==> src/rtl/spram_access_arbiter.sv <==
// spram_access_arbiter
// Owns the pins of one single-port RAM. It shares the RAM between a CPU
// read/write port and a video-scan read port at one access per clock.
// Video reads normally win. A wait counter makes sure a starved CPU request
// eventually pre-empts video.
// Optional feature macro: CLEAR_ON_RESET_EN. When it is defined, every reset
// starts a sweep that writes CLEAR_VALUE to the whole RAM. Normal arbitration
// begins once the sweep finishes.
module spram_access_arbiter #(
    parameter int                    widthad_a    = 15,
    parameter int                    DATA_WIDTH   = 8,
    parameter int                    CPU_MAX_WAIT = 4,
    parameter logic [DATA_WIDTH-1:0] CLEAR_VALUE  = '0
) (
    input  logic                  clock,
    input  logic                  reset,
    input  logic                  cpu_req,
    input  logic                  cpu_we,
    input  logic [widthad_a-1:0]  cpu_addr,
    input  logic [DATA_WIDTH-1:0] cpu_wdata,
    output logic                  cpu_ack,
    output logic [DATA_WIDTH-1:0] cpu_rdata,
    input  logic                  vid_req,
    input  logic [widthad_a-1:0]  vid_addr,
    output logic                  vid_valid,
    output logic [DATA_WIDTH-1:0] vid_rdata,
    output logic                  vid_miss,
    output logic                  busy,
    output logic [widthad_a-1:0]  mem_address,
    output logic [DATA_WIDTH-1:0] mem_data,
    output logic                  mem_wren,
    input  logic [DATA_WIDTH-1:0] mem_q
);

    localparam logic [7:0] MAX_WAIT = 8'(CPU_MAX_WAIT);

    logic                 running;
    logic                 clear_step;
    logic [widthad_a-1:0] clear_addr;

    logic       cpu_inflight;
    logic       cpu_pending;
    logic       grant_cpu;
    logic       grant_vid;
    logic       drop_vid;
    logic [7:0] cpu_wait;

    logic tag1_valid, tag1_cpu, tag1_we;
    logic tag2_valid, tag2_cpu, tag2_we;

`ifdef CLEAR_ON_RESET_EN
    typedef enum logic {CLEAR, RUN} state_t;

    state_t               state;
    state_t               state_next;
    logic [widthad_a-1:0] clear_addr_next;

    // State register and sweep address; reset always restarts the sweep at address 0
    always_ff @(posedge clock) begin
        if (reset) begin
            state      <= CLEAR;
            clear_addr <= '0;
        end else begin
            state      <= state_next;
            clear_addr <= clear_addr_next;
        end
    end

    // Sweep one address per cycle and hand over to RUN after the last address
    always_comb begin
        state_next      = state;
        clear_addr_next = clear_addr;
        if (state == CLEAR) begin
            clear_addr_next = clear_addr + widthad_a'(1);
            if (clear_addr == '1) begin
                state_next = RUN;
            end
        end
    end

    assign running    = (state == RUN);
    assign clear_step = (state == CLEAR);
    assign busy       = (state == CLEAR);
`else
    // Without the clear feature, the sweep datapath below is simply never selected
    assign running    = 1'b1;
    assign clear_step = 1'b0;
    assign clear_addr = '0;
    assign busy       = 1'b0;
`endif

    // Pick the requester for this edge; a CPU access is not re-sampled until its ack cycle ends
    always_comb begin
        cpu_inflight = (tag1_valid && tag1_cpu) || (tag2_valid && tag2_cpu) || cpu_ack;
        cpu_pending  = cpu_req && !cpu_inflight;
        grant_cpu    = 1'b0;
        grant_vid    = 1'b0;
        drop_vid     = 1'b0;
        if (running) begin
            if (vid_req && cpu_pending && (cpu_wait >= MAX_WAIT)) begin
                grant_cpu = 1'b1;
                drop_vid  = 1'b1;
            end else if (vid_req) begin
                grant_vid = 1'b1;
            end else if (cpu_pending) begin
                grant_cpu = 1'b1;
            end
        end
    end

    // Drive the RAM pins and track how long a pending CPU request has been refused
    always_ff @(posedge clock) begin
        if (reset) begin
            mem_address <= '0;
            mem_data    <= '0;
            mem_wren    <= 1'b0;
            cpu_wait    <= '0;
        end else begin
            mem_wren <= 1'b0;
            if (clear_step) begin
                mem_address <= clear_addr;
                mem_data    <= CLEAR_VALUE;
                mem_wren    <= 1'b1;
            end else if (grant_cpu) begin
                mem_address <= cpu_addr;
                mem_data    <= cpu_wdata;
                mem_wren    <= cpu_we;
                cpu_wait    <= '0;
            end else if (grant_vid) begin
                mem_address <= vid_addr;
                if (cpu_pending && (cpu_wait < MAX_WAIT)) begin
                    cpu_wait <= cpu_wait + 8'd1;
                end
            end
        end
    end

    // Two-stage tag pipe that steers mem_q back to the requester that issued the read
    always_ff @(posedge clock) begin
        if (reset) begin
            tag1_valid <= 1'b0;
            tag1_cpu   <= 1'b0;
            tag1_we    <= 1'b0;
            tag2_valid <= 1'b0;
            tag2_cpu   <= 1'b0;
            tag2_we    <= 1'b0;
            cpu_ack    <= 1'b0;
            cpu_rdata  <= '0;
            vid_valid  <= 1'b0;
            vid_rdata  <= '0;
            vid_miss   <= 1'b0;
        end else begin
            tag1_valid <= grant_cpu || grant_vid;
            tag1_cpu   <= grant_cpu;
            tag1_we    <= grant_cpu && cpu_we;
            tag2_valid <= tag1_valid;
            tag2_cpu   <= tag1_cpu;
            tag2_we    <= tag1_we;
            cpu_ack    <= (tag1_valid && tag1_cpu && tag1_we) ||
                          (tag2_valid && tag2_cpu && !tag2_we);
            vid_valid  <= tag2_valid && !tag2_cpu;
            vid_miss   <= drop_vid || (clear_step && vid_req);
            if (tag2_valid && !tag2_we) begin
                if (tag2_cpu) begin
                    cpu_rdata <= mem_q;
                end else begin
                    vid_rdata <= mem_q;
                end
            end
        end
    end

endmodule
==> config.mk <==
export PLATFORM = sky130hd
export DESIGN_NAME = spram_access_arbiter
export DESIGN_NICKNAME = d
export VERILOG_FILES = /design/src/rtl/spram_access_arbiter.sv
export SDC_FILE = /design/constraint.sdc
export NUM_CORES = 1
export LEC_CHECK = 0
export CAP_MARGIN = 20
export CORE_MARGIN = 2
export CORE_UTILIZATION = 45
export DETAILED_ROUTE_END_ITERATION = 8
export PLACE_DENSITY = 0.8
export SYNTH_ARGS = -nofsm -noshare
export SYNTH_HDL_FRONTEND = slang
export SYNTH_SLANG_ARGS = --single-unit
==> constraint.sdc <==
create_clock -name clock -period 4 [get_ports clock]
set_clock_uncertainty 0.1 [all_clocks]
set_input_delay 0.8 -clock clock [delete_from_list [all_inputs] [get_ports clock]]
set_output_delay 0.8 -clock clock [all_outputs]
set_load 0.005 [all_outputs]
# Word level (Yosys, flattened, before mapping)
# Cells that the tools add are included.
[classes] addsub=1 magnitude_cmp=2 n_mux=8 n_bitwise=2 reduce_logical=24
[op_table] operator="15-bit 2-to-1 mux" count=2
[op_table] operator="1-bit logical AND" count=11
[op_table] operator="8-bit by 1-bit adder with 8-bit output (second input constant)" count=1
[op_table] operator="8-bit by 3-bit greater-or-equal comparator with 1-bit output (second input constant)" count=1
[op_table] operator="8-bit by 3-bit less-than comparator with 1-bit output (second input constant)" count=1
[op_table] operator="1-bit 2-to-1 mux" count=6
[op_table] operator="2-bit AND reduction" count=3
[op_table] operator="1-bit logical OR" count=4
[op_table] operator="2-bit OR reduction" count=2
[op_table] operator="1-bit logical NOT" count=3
[op_table] operator="1-bit NOT" count=2
[op_table] operator="2-bit nonzero test" count=1
[word_totals] regBits=57 in_bits=51 out_inout_bits=44 word_cells=52

# Logic depth before layout (Yosys ltp)
[depth] ltp_word=10 mapped_depth=6 mapped_depth_nobuf=4

# Least setup slack after synthesis
# OpenSTA, ideal clock, no wires.
[synth_path] path_type="input to register" from="input cpu_req" to="register mem_data[3]" setup_ps=117 arrival_ps=1780 t_required_ps=3783 path_slack_ps=2003 path_stages=6 n_path_buf=2 path_cell_list="nor2b_1 > and3_1 > buf_4 > a21oi_4 > buf_4 > a22o_1"
[synth_via] elab_chain_cells=4 word_cells_on_any_way=6 cone_classes="mux (3); reduce/logical (3)"
[synth_rtl] item="from (decl)" line="17" source="input logic cpu_req,"
[synth_rtl] item="1-bit logical AND *" line="95" source="cpu_pending = cpu_req && !cpu_inflight;"
[synth_rtl] item="1-bit 2-to-1 mux or 1-bit logical AND (tied branches)" line="105, 100"
[synth_rtl] item="1-bit 2-to-1 mux or 1-bit logical AND (tied branches)" line="103, 100"
[synth_rtl] item="1-bit 2-to-1 mux *" line="100" source="if (vid_req && cpu_pending && (cpu_wait >= MAX_WAIT)) begin"
[synth_rtl] item="to (signal assigned)" line="126" source="mem_data <= cpu_wdata;"
[synth_rtl] item="to (decl)" line="30" source="output logic [DATA_WIDTH-1:0] mem_data,"
# Mark *: on every way between the ends. The rest lies on a longest branch, timed or not.
# A chain may end at the register's enable or synchronous reset.

# Worst setup path in the final report
# Ends and elaborated chain as after synthesis.

==> flow_metrics.tcl <==
set metrics [dict create \
    clk_root_buffer_cell "clkbuf_8" \
    fin_crit_sh_pct 66.9 \
    cts_tree "done" \
    synth_cells 217 \
    antenna_found_initial 0 \
    min_period_ns 2.68 \
    synth_top_area_share_pct 51.4 \
    highest_layer "met4" \
    postSynthRegisterBits 57 \
    path_max_fanout 19 \
    slew_violations 0 \
    critPathKind "input pin to register" \
    synth_warnings 0 \
    hpwl_um 3680 \
    crit_path_start_kind "input pin" \
    drive_above_1_share_pct 8.33 \
    arrival_ns 2.79 \
    crit_slowest_cell "and3_1" \
    yosys-top-cells-area "dfxtp_1 51%, mux2i_1 7.2%, a32oi_1 5.9%" \
    cts_buffers 9 \
    cts_setup_buffers 0 \
    syn_nets 270 \
    fin_nets 360 \
    cts.clk_slew.worst_paths_ns 0.06 \
    maxCapViolations 0 \
    wirelength_um 5420 \
    grt_first_pass_wirelength_um 8330 \
    synth_top_flop_cell "dfxtp_1" \
    areaGrowthSynthToFinish_pct 52.8 \
    slew_headroom_pct 45.9 \
    clockBufferDepth 2 \
    clock_latency_ns 0.32 \
    required_ns 4.11 \
    path_cells "clkdlybuf4s50_1 -> nor2b_1 -> and3_1 -> a21oi_4 -> a22o_1" \
    cts_hold_buf 0 \
    grt_usage_pct 19.6 \
    port_buffers 93 \
    wl_met3_um 423 \
    viasPerCell 5.19 \
    ys_types 32 \
    grt_setup_unrepaired "false" \
    die_x_um 74.3 \
    ant_nets 0 \
    cts-resized-gates 0 \
    grt-ovfl-total 0 \
    p_per_area_nw_per_um2 408 \
    drt_iter0_drc 82 \
    fillers 377 \
    finalWeightedCongestion 0.777 \
    vdd.ir_drop.worst_mv 0.299 \
    power_leakage_uw 0.00131 \
    ys_seq_area_share_pct 51.4 \
    final_util_pct 71.4 \
    hold_viol_final 0 \
    wire_per_inst_um 14.3 \
    vias 1967 \
    tns_ns 0 \
    drtPass1Iterations 4 \
    synth_top_area_cell "dfxtp_1" \
    die_y_um 74.3 \
    synth_edf_count 0 \
    synth_common_cells "57 x dfxtp_1, 19 x a21oi_1, 17 x nor2_1, 16 x mux2i_1" \
    async_reset_ff_share_pct 0 \
    fmax_ghz 0.373 \
    endpoint_kind "register" \
    multiInputGateArea_um2 976 \
    setup_violations 0 \
    start_util_pct 46.7 \
    grt_pass1_vias 1890 \
    grt_max_degree 25 \
    tightest_slew_ns 0.812 \
    num_antenna_cells 0 \
    die_area_um2 5510 \
    placeableCoreArea_um2 4750 \
    yosysMostFrequentCell "dfxtp_1" \
    io_pins 95 \
    row_count 25 \
    seqCellArea_um2 1140 \
    wl_met1_um 2390 \
    syn_area_um2 2220 \
    htree_levels 3 \
    drt_drc_violations_left 0 \
    min_path_type "register to register" \
    status "finished, final reports clean" \
    met2_length_um 2520 \
    cts.sinks 57 \
    cpPeakStageDelay_ns 0.75 \
    avgSynthCellArea_um2 10.2 \
]
==> metal layers <==
layer	vias up	track usage (%)
met4	0	8.53
met5	-	0
li1	963	-
met2	76	32.9
met1	919	23.1
met3	9	6.37
==> report_power, final <==
part           internal, µW  leakage, µW  switching (µW)
combinational           106     0.000726            66.7
sequential              592     0.000466            15.3
clock                   382     0.000115             222
==> per-stage QoR <==
step | area [µm²] | power, µW | hold slack (ns) | instances | setup WS, ns
2_1_floorplan | 2220 | 690 | 0.331 | 217 | 2.00
3_3_place_gp | 3170 | 789 | 0.343 | 363 | 1.05
3_5_place_dp | 3170 | 792 | 0.349 | 363 | 0.966
4_1_cts | 3390 | 1400 | 0.370 | 379 | 1.31
5_1_grt | 3390 | 1440 | 0.384 | 379 | 1.21
6_report | 3390 | 1380 | 0.363 | 379 | 1.32
==> cells by family (layout without fill, tap and decap cells) <==
logic type,after synthesis,after routing,synth area share [%]
buffers and inverters,20,115,4.68
xor gates and xnor gates,1,1,0.394
AOI/OAI and AO/OA,76,76,24.0
other,1,1,0.169
DFF,57,57,51.4
and+or+nand+nor,44,44,11.0
adders and majority gates,2,2,1.13
muxes,16,16,7.21
==> final timing paths <==
kind / startpoint / end / slack [ns] / cells past startpoint
worst max-delay path: cpu_req / mem_data[3] / 1.32 / 5
worst min-delay path: cpu_wait[6] / cpu_wait[6] / 0.36 / 1
worst max register to register: cpu_ack / mem_data[3] / 1.97 / 4
worst min register to register: cpu_wait[6] / cpu_wait[6] / 0.36 / 1
==> critical path, delay by kind of cell <==
family	cells	cell delay (ns)
AO/OA/AOI/OAI	2	0.47
buffers and inverters	1	0.46
AND/OR/NAND/NOR	2	1.05
==> cells in the final DEF (no fill, tap or decap) <==
cell type,instances
a2111oi_0,1
a21oi_1,19
a21oi_4,1
a22o_1,8
a311oi_2,1
a31o_2,1
a32oi_1,15
and2_1,8
and2b_1,1
and3_1,2
buf_4,3
bufinv_16,2
clkbuf_8,11
clkdlybuf4s50_1,93
clkinv_2,2
clkinvlp_4,1
conb_1,1
dfxtp_1,57
ha_1,2
inv_1,3
mux2i_1,16
nand2_1,3
nand3_1,2
nand3_2,2
nand3b_1,1
nor2_1,17
nor2b_1,4
nor3_2,1
nor3b_1,2
nor4_2,1
o21ai_0,15
o21bai_1,15
xnor2_1,1
==> registers in the layout (all words and copies together), names as in the netlist, 8 cells and up <==
signal       flops
mem_data         8
vid_rdata        8
mem_address     15
cpu_rdata        8
cpu_wait         8
==> final cells by class <==
class | count | share of cell area, %
timing repair buffer | 96 | 28.1
clock inverter | 5 | 2.29
sequential | 57 | 33.6
multi-input combinational | 140 | 28.8
inverter | 3 | 0.332
clock buffer | 11 | 4.46
tap | 67 | 2.47
(Power assumes the default switching activity.)
